==> config.mk <==
export PLATFORM = sky130hd
export DESIGN_NAME = crm_rst_seq
export DESIGN_NICKNAME = d
export VERILOG_FILES = /design/src/rtl/crm_rst_seq.sv
export SDC_FILE = /design/constraint.sdc
export NUM_CORES = 1
export LEC_CHECK = 0
export BUFFER_PORTS_ARGS = -buffer_cell sky130_fd_sc_hd__buf_2
export CAP_MARGIN = 20
export CORE_ASPECT_RATIO = 0.9
export CORE_MARGIN = 2
export CORE_UTILIZATION = 25
export CTS_CLUSTER_DIAMETER = 80
export CTS_CLUSTER_SIZE = 28
export DETAILED_ROUTE_END_ITERATION = 8
export SLEW_MARGIN = 20
export SYNTH_ARGS = -nofsm -noshare
export SYNTH_HDL_FRONTEND = slang
export SYNTH_SLANG_ARGS = --single-unit
==> constraint.sdc <==
create_clock -name clk_125m -period 2.5 [get_ports clk_125m]
set_clock_uncertainty 0.05 [all_clocks]
set_input_delay 0.125 -clock clk_125m [delete_from_list [all_inputs] [get_ports clk_125m]]
set_output_delay 0.125 -clock clk_125m [all_outputs]
set_load 0.02 [all_outputs]
==> src/rtl/crm_rst_seq.sv <==
// Reset sequencer for the clock-reset manager: soft_rst pulse, lock filter,
// staged subsystem reset release and lock-loss accounting.
module crm_rst_seq #(
  parameter logic [15:0] RST_WIDTH = 16'd1000,
  parameter logic [15:0] STAGE_GAP = 16'd125,
  parameter int          NUM_STAGE = 4,
  parameter logic [7:0]  LOCK_FILT = 8'd64
) (
  input  logic                 clk_125m,
  input  logic                 rst_125m_n,
  input  logic                 sw_rst_req,
  input  logic                 pll_lock_a,
  input  logic                 pll_lock_b,
  input  logic                 lock_lost_clr,
  output logic                 soft_rst,
  output logic [NUM_STAGE-1:0] stage_rst_n,
  output logic                 seq_busy,
  output logic [2:0]           seq_state,
  output logic [7:0]           lock_lost_cnt
);

  localparam logic [2:0] ST_ASSERT = 3'd0;
  localparam logic [2:0] ST_WAIT   = 3'd1;
  localparam logic [2:0] ST_REL    = 3'd2;
  localparam logic [2:0] ST_RUN    = 3'd3;

  localparam int TMR_MAX = (RST_WIDTH > STAGE_GAP) ?
                           int'(RST_WIDTH) : int'(STAGE_GAP);
  localparam int TMR_W = (TMR_MAX > 1) ? $clog2(TMR_MAX) : 1;
  localparam int IDX_W = (NUM_STAGE > 1) ? $clog2(NUM_STAGE) : 1;

  localparam logic [TMR_W-1:0] RST_LAST = TMR_W'(RST_WIDTH - 16'd1);
  localparam logic [TMR_W-1:0] GAP_LAST = TMR_W'(STAGE_GAP - 16'd1);
  localparam logic [IDX_W-1:0] IDX_LAST = IDX_W'(NUM_STAGE - 1);

  logic                 r_lock_a_m;
  logic                 r_lock_a_s;
  logic                 r_lock_b_m;
  logic                 r_lock_b_s;
  logic [7:0]           r_filt;
  logic [7:0]           r_cnt;
  logic [2:0]           r_state;
  logic                 r_soft;
  logic                 r_busy;
  logic [NUM_STAGE-1:0] r_stage;
  logic [TMR_W-1:0]     r_tmr;
  logic [IDX_W-1:0]     r_idx;

  logic                 w_lock_ok;
  logic                 w_lock_stable;
  logic                 w_loss;
  logic [NUM_STAGE-1:0] w_stage_bit;

  assign w_lock_ok     = r_lock_a_s & r_lock_b_s;
  assign w_lock_stable = (r_filt == LOCK_FILT);
  assign w_loss        = ~w_lock_ok &
                         ((r_state == ST_REL) | (r_state == ST_RUN));
  assign w_stage_bit   = NUM_STAGE'(1) << r_idx;

  always_ff @(posedge clk_125m or negedge rst_125m_n) begin
    if (!rst_125m_n) begin
      r_lock_a_m <= 1'b0;
      r_lock_a_s <= 1'b0;
      r_lock_b_m <= 1'b0;
      r_lock_b_s <= 1'b0;
    end else begin
      r_lock_a_m <= pll_lock_a;
      r_lock_a_s <= r_lock_a_m;
      r_lock_b_m <= pll_lock_b;
      r_lock_b_s <= r_lock_b_m;
    end
  end

  always_ff @(posedge clk_125m or negedge rst_125m_n) begin
    if (!rst_125m_n) begin
      r_filt <= 8'd0;
    end else if (!w_lock_ok) begin
      r_filt <= 8'd0;
    end else if (r_filt != LOCK_FILT) begin
      r_filt <= r_filt + 8'd1;
    end
  end

  // Clear has priority over a same-cycle loss event
  always_ff @(posedge clk_125m or negedge rst_125m_n) begin
    if (!rst_125m_n) begin
      r_cnt <= 8'd0;
    end else if (lock_lost_clr) begin
      r_cnt <= 8'd0;
    end else if (w_loss && (r_cnt != 8'hFF)) begin
      r_cnt <= r_cnt + 8'd1;
    end
  end

  always_ff @(posedge clk_125m or negedge rst_125m_n) begin
    if (!rst_125m_n) begin
      r_state <= ST_WAIT;
      r_soft  <= 1'b1;
      r_busy  <= 1'b1;
      r_stage <= '0;
      r_tmr   <= '0;
      r_idx   <= '0;
    end else begin
      case (r_state)
        ST_ASSERT: begin
          if (r_tmr == RST_LAST) begin
            r_state <= ST_WAIT;
            r_soft  <= 1'b1;
            r_tmr   <= '0;
          end else begin
            r_tmr <= r_tmr + 1'b1;
          end
        end
        ST_WAIT: begin
          if (sw_rst_req) begin
            r_state <= ST_ASSERT;
            r_soft  <= 1'b0;
            r_tmr   <= '0;
            r_stage <= '0;
          end else if (w_lock_stable) begin
            r_state <= ST_REL;
            r_tmr   <= '0;
            r_idx   <= '0;
          end
        end
        ST_REL, ST_RUN: begin
          if (sw_rst_req) begin
            r_state <= ST_ASSERT;
            r_soft  <= 1'b0;
            r_busy  <= 1'b1;
            r_tmr   <= '0;
            r_stage <= '0;
          end else if (!w_lock_ok) begin
            r_state <= ST_WAIT;
            r_busy  <= 1'b1;
            r_stage <= '0;
          end else if (r_state == ST_REL) begin
            if (r_tmr == GAP_LAST) begin
              r_tmr   <= '0;
              r_idx   <= r_idx + 1'b1;
              r_stage <= r_stage | w_stage_bit;
              if (r_idx == IDX_LAST) begin
                r_state <= ST_RUN;
                r_busy  <= 1'b0;
              end
            end else begin
              r_tmr <= r_tmr + 1'b1;
            end
          end
        end
        default: begin
          r_state <= ST_WAIT;
          r_soft  <= 1'b1;
          r_busy  <= 1'b1;
          r_stage <= '0;
          r_tmr   <= '0;
          r_idx   <= '0;
        end
      endcase
    end
  end

  assign soft_rst      = r_soft;
  assign stage_rst_n   = r_stage;
  assign seq_busy      = r_busy;
  assign seq_state     = r_state;
  assign lock_lost_cnt = r_cnt;

endmodule

==> results.ini, run 1 <==
[yosys]
synth_fa_ha_area_share_pct=5.35
yosys.area_share.simple_pct=22.5
synth_mux_area_share_pct=0.951
synth_area_sq_mm=0.00211
yosysSeqAreaShare_pct=47.7
synth.area.top_cells=dfrtp_1 44%, ha_1 5.3%, nor2_1 4.3%
syn_avg_cell_area_sq_um=9.93
ys_seq_elements=40
synth_edf_count=0
synth_cell_types=47
synth_top_area_share_pct=44.0
syn_inst=212
synth_top_cell_by_area=dfrtp_1
synth_top_family_by_area=simple AND/OR/NAND/NOR gates
syn_nets=227
yosysWarnings=0
synth_compound_area_share_pct=14.7
dominantRegCellSynth=dfrtp_1
async_flop_share_pct=100
yosys.area_share.xor_xnor_pct=5.41

[finish]
layout-drive-gt1-share_pct=15.5
final_cell_mix=37 x dfrtp_1, 24 x nor2_1, 21 x buf_2, 17 x nand2_1, 13 x nand3_1
syn2layout_area_growth_pct=15.4
diodes=0
nets=254
final_common_cell=dfrtp_1
final_util_pct=30.0

[power]
power_density_mw_per_mm2=596
leakagePower_uw=0.00107
ir_drop_mv=0.210

[sta]
maxSlewHeadroom_pct=42.4
fmax_mhz=485
slew_viol_final=0
fin_crit_ns=2.06
tightestPinTransition_ns=0.863
rsz0062_at_grt=no
setup_viol=0
finalHoldViolCount=0
setup-tns-final_ns=0
timing.final.crit_share_pct=82.5

[global_route]
overflow=0
grt_pass1_vias=1526
track_usage_pct=10.1
grt_max_degree=41
grt_first_pass_wirelength_um=7350
antenna_found_initial=0

[floorplanning]
ios=23
start_util_pct=26.0
die_w_um=101
rows=31
die-area_sq_mm=0.00917
core_area_sq_mm=0.00811
die_y_um=91.1

[route]
ant_nets=0
drc=0
wl_um=4160
routed_via_density=4.68
dr_total_vias=1583
drt-pass1-iter-count=4
avgRoutedWirePerCell_um=12.3
drtIter0Drc=122

[critical_path]
r2r_cells=6
end_kind=flip-flop
worstSetupPathType=flip-flop to flip-flop
crit_required_ns=2.64
crit_path_start_kind=flip-flop
cp.arrival_ns=2.20
crit_fanout=6
reg2reg_from=r_tmr[0]
reg2reg_to=r_tmr[7]
rrSetupSlack_ns=0.44

[clock_network]
cts-buffers-inserted=5
cts_tree=yes
clk_pin_slew_ns=0.08
cts.sinks=40
root_buffer=clkbuf_8
clk_latency_ns=0.29
cts_buffer_depth=2
cts_htree_levels=2

[placed_design]
hpwl_um=3110
portBuffers=21
gp_congestion=0.807

[worst_hold_path]
hold_path_class=input port to flip-flop
hold-path-endpoint=lock_lost_cnt[5]
hold_depth=2
hp-start=lock_lost_clr

[flow_run]
cap_violations=0

[outcome]
outcome=finished, final reports clean

-- final cells by class --
| type | count | area [sq um] |
|---|---|---|
| multi-input combinational | 155 | 1030 |
| sequential | 40 | 1000 |
| inverter | 11 | 41.3 |
| tap | 99 | 124 |
| timing repair buffer | 26 | 150 |
| clock buffer | 6 | 72.6 |
| fill | 848 | 5680 |
| clock inverter | 1 | 5.00 |
-- worst max-delay path by stage --
stage	start	to	depth (start not counted)
final	r_tmr[0]	r_tmr[7]	6
after global routing	r_tmr[0]	r_tmr[7]	6
after CTS	r_tmr[0]	r_tmr[7]	6
after detailed placement	r_tmr[0]	r_tmr[7]	6
after global placement	r_tmr[7]	r_tmr[2]	5
after floorplan	r_filt[0]	r_tmr[4]	7
-- registers in the layout (all words and copies together), names as in the netlist --
signal and cells:
seq_state 2, r_idx 2, r_lock_b_m 1, stage_rst_n 4, r_tmr 10, seq_busy 1
r_lock_b_s 1, lock_lost_cnt 8, soft_rst 1, r_filt 8, r_lock_a_s 1, r_lock_a_m 1
-- synthesized netlist by cell type, types with 3 or more instances --
cell	n
nand2_1	17
nor2_1	24
nor3_1	3
dfrtp_1	37
a22o_1	8
dfstp_2	3
and3_1	4
ha_1	9
nand4_1	4
o21ai_0	8
a21oi_1	5
xor2_1	6
o31ai_1	3
xnor2_1	7
nand3_1	13
nand2b_1	4
o211ai_1	3
a2bb2oi_1	3
inv_1	11
nor4_1	3
-- critical path, stage by stage, from the launching register on --
cell and delay, ns:
dfrtp_1 0.44, ha_1 0.26, nand2_1 0.09, nor4_1 0.07, o32ai_1 0.58, nand2_2 0.20, o31ai_1 0.27
-- report_power, final --
group / internal (uW) / switching (uW)
combinational: 110 / 117
clock: 190 / 211
sequential: 720 / 100
-- per-stage QoR --
stage	cells	worst slack [ns]	instance area [sq um]	hold slack [ns]	total power (uW)
final	338	0.436	2430	0.0370	1450
after global routing	338	0.290	2430	0.0594	1550
after CTS	338	0.442	2430	0.0379	1460
after detailed placement	328	0.437	2320	0.185	1050
after global placement	328	0.580	2320	0.185	1050
after floorplan	212	0.662	2110	-0.221	977
-- cell families after synthesis --
logic type / Yosys count
AND/OR/NAND/NOR: 88
AO/OA/AOI/OAI: 42
flip-flops: 40
buffers and inverters: 17
XOR/XNOR: 13
adder cells (fa/ha/maj): 9
multiplexers: 2
other: 1
-- per-layer routing --
layer  global-route usage, %  vias up  share of wire (%)
met5                       0        -                  0
met4                    3.42        0                1.3
met3                    2.69        5                3.8
met2                    14.2       30                 43
met1                    14.7      743                 51
li1                        -      805                  -
-- what timing repair did --
action | CTS | global route
resized for setup | 0 | 0
hold endpoints to repair | 39 | 0
endpoints found under the setup margin | 0 | 0
hold buffers | 3 | 0
buffers inserted | 0 | 0
Power figures use the tool's default switching activity.
==> run 2, diff against run 1 <==
==> constraint.sdc (replaced) <==
create_clock -name clk_125m -period 1.88 [get_ports clk_125m]
set_clock_uncertainty 0.05 [all_clocks]
set_input_delay 0.094 -clock clk_125m [delete_from_list [all_inputs] [get_ports clk_125m]]
set_output_delay 0.094 -clock clk_125m [all_outputs]
set_load 0.02 [all_outputs]
==> results.ini, run 2 (same netlist as run 1, synthesis figures left out) <==
[floorplanning]
rows=31  ; unchanged
start_util_pct=26.0  ; unchanged
die_w_um=101  ; unchanged
core_area_sq_mm=0.00811  ; unchanged
die-area_sq_mm=0.00917  ; unchanged
ios=23  ; unchanged
die_y_um=91.1  ; unchanged

[sta]
setup_viol=0  ; unchanged
tightestPinTransition_ns=0.561  ; was 0.863 ns
slew_viol_final=0  ; unchanged
maxSlewHeadroom_pct=62.5  ; was 42.4%
fin_crit_ns=1.88  ; was 2.06 ns
finalHoldViolCount=4  ; was 0
timing.final.crit_share_pct=99.9  ; was 82.5%
fmax_mhz=532  ; was 485 MHz
rsz0062_at_grt=yes  ; was no
whs_ns=-0.00248  ; was 0.0370 ns

[route]
avgRoutedWirePerCell_um=12.6  ; was 12.3 um
routed_via_density=4.66  ; was 4.68
wl_um=4500  ; was 4160 um
dr_total_vias=1670  ; was 1583
ant_nets=0  ; unchanged
drt-pass1-iter-count=4  ; unchanged
drc=0  ; unchanged
drtIter0Drc=109  ; was 122

[global_route]
antenna_found_initial=0  ; unchanged
track_usage_pct=10.0  ; was 10.1%
grt_max_degree=41  ; unchanged
overflow=0  ; unchanged
grt_first_pass_wirelength_um=7480  ; was 7350 um
grt_pass1_vias=1572  ; was 1526

[worst_hold_path]
hold_path_class=input port to flip-flop  ; unchanged

[critical_path]
worstSetupPathType=flip-flop to flip-flop  ; unchanged
path_cells=ha_2 > nand2_2 > or3_4 > or2_4 > a21o_1 > a22o_1  ; was ha_1 > nand2_1 > nor4_1 > o32ai_1 > nand2_2 > o31ai_1
cp.arrival_ns=2.02  ; was 2.20 ns
critPathTopFamily=simple AND/OR/NAND/NOR gates  ; was compound AO/OA/AOI/OAI gates
max_stage_delay_ns=0.41  ; was 0.58 ns
path_buf_inv=0  ; unchanged
critical-path-slowest-cell=dfrtp_1  ; was o32ai_1
crit_fanout=4  ; was 6
end_kind=flip-flop  ; unchanged
crit_required_ns=2.02  ; was 2.64 ns
crit_path_start_kind=flip-flop  ; unchanged

[finish]
final_util_pct=34.1  ; was 30.0%
fill_cells=798  ; was 848
largest_reg_flops=10  ; unchanged
fin_area_sq_mm=0.00276  ; was 0.00243 sq mm
syn2layout_area_growth_pct=31.2  ; was 15.4%
final_common_cell=dfrtp_1  ; unchanged
seq_area_sq_mm=0.00101  ; was 0.00100 sq mm
final_cell_mix=35 x dfrtp_1, 23 x nor2_1, 21 x buf_2, 20 x buf_4, 16 x nand2_1  ; was 37 x dfrtp_1, 24 x nor2_1, 21 x buf_2, 17 x nand2_1, 13 x nand3_1
layout-drive-gt1-share_pct=29.7  ; was 15.5%
multi_input_area_sq_mm=0.00118  ; was 0.00103 sq mm
diodes=0  ; unchanged
top_register=r_tmr  ; unchanged
nets=273  ; was 254

[placed_design]
place_area_sq_mm=0.00238  ; was 0.00232 sq mm
gp_congestion=0.830  ; was 0.807
hpwl_um=3090  ; was 3110 um
portBuffers=21  ; unchanged

[clock_network]
cts_htree_levels=2  ; unchanged
root_buffer=clkbuf_8  ; unchanged
cts_tree=yes  ; unchanged
cts_buffer_depth=2  ; unchanged
cts-buffers-inserted=5  ; unchanged
cts.sinks=40  ; unchanged
clk_latency_ns=0.30  ; was 0.29 ns
clk_pin_slew_ns=0.09  ; was 0.08 ns

[power]
ir_drop_mv=0.340  ; was 0.210 mV
power_density_mw_per_mm2=830  ; was 596 mW/mm^2
leakagePower_uw=0.00122  ; was 0.00107 uW

[flow_run]
cap_violations=0  ; unchanged

[outcome]
outcome=complete, but fails checks  ; was finished, final reports clean
violations=negative hold slack

[run 2: routing by layer]
metal / part of all wire, % / vias to the layer above / global-route usage [%]
met5: 0 / - / 0
met4: 1.3 / 0 / 3.08
met3: 3.9 / 6 / 2.77
met2: 47 / 34 / 15.3
met1: 48 / 788 / 13.8
li1: - / 842 / -
[run 2: stage by stage]
stage	setup TNS [ns]	hold WS (ns)	instances	total power, uW	setup WS [ns]
5_1_grt	-0.165	0.0173	358	2430	-0.0567
3_5_place_dp	-0.368	0.138	336	1430	-0.100
4_1_cts	0	0.000201	347	2170	0.00597
6_report	0	-0.00248	358	2290	0.00171
2_1_floorplan	0	-0.252	212	1300	0.0417
3_3_place_gp	-0.00220	0.134	336	1430	-0.00220
[run 2: path summary, 6_finish.rpt]
path                               start               end  slack, ns  cells after the start
setup / recovery                r_tmr[0]          r_tmr[8]      0.002                      6
hold / removal             lock_lost_clr  lock_lost_cnt[2]     -0.002                      2
setup reg to reg                r_tmr[0]          r_tmr[8]      0.002                      6
hold reg to reg               r_lock_b_m        r_lock_b_s       0.31                      0
max in group asynchronous     rst_125m_n          r_tmr[3]       1.07                      3
min in group asynchronous     rst_125m_n  lock_lost_cnt[0]       0.32                      3
[run 2: timing repair]
action / in CTS / in global routing
hold buffers: 3 / 0
setup endpoints to repair: 9 / 14
pin swaps: 1 / 7
gates resized for setup: 3 / 28
buffers inserted: 0 / 11
endpoints found under the hold margin: 39 / 0
gates cloned: 0 / 0
[run 2: cell type report]
cell class | instances | area share (%)
Clock buffer | 5 | 2.49
Clock inverter | 3 | 1.72
Inverter | 11 | 1.49
Multi-Input combinational cell | 155 | 42.6
Sequential cell | 40 | 36.5
Tap cell | 99 | 4.48
Timing Repair Buffer | 45 | 10.7
[run 2: report_power, final]
group,total (uW),internal (uW),switching (uW)
logic,482,240,242
registers,1090,959,132
clock network,721,400,321
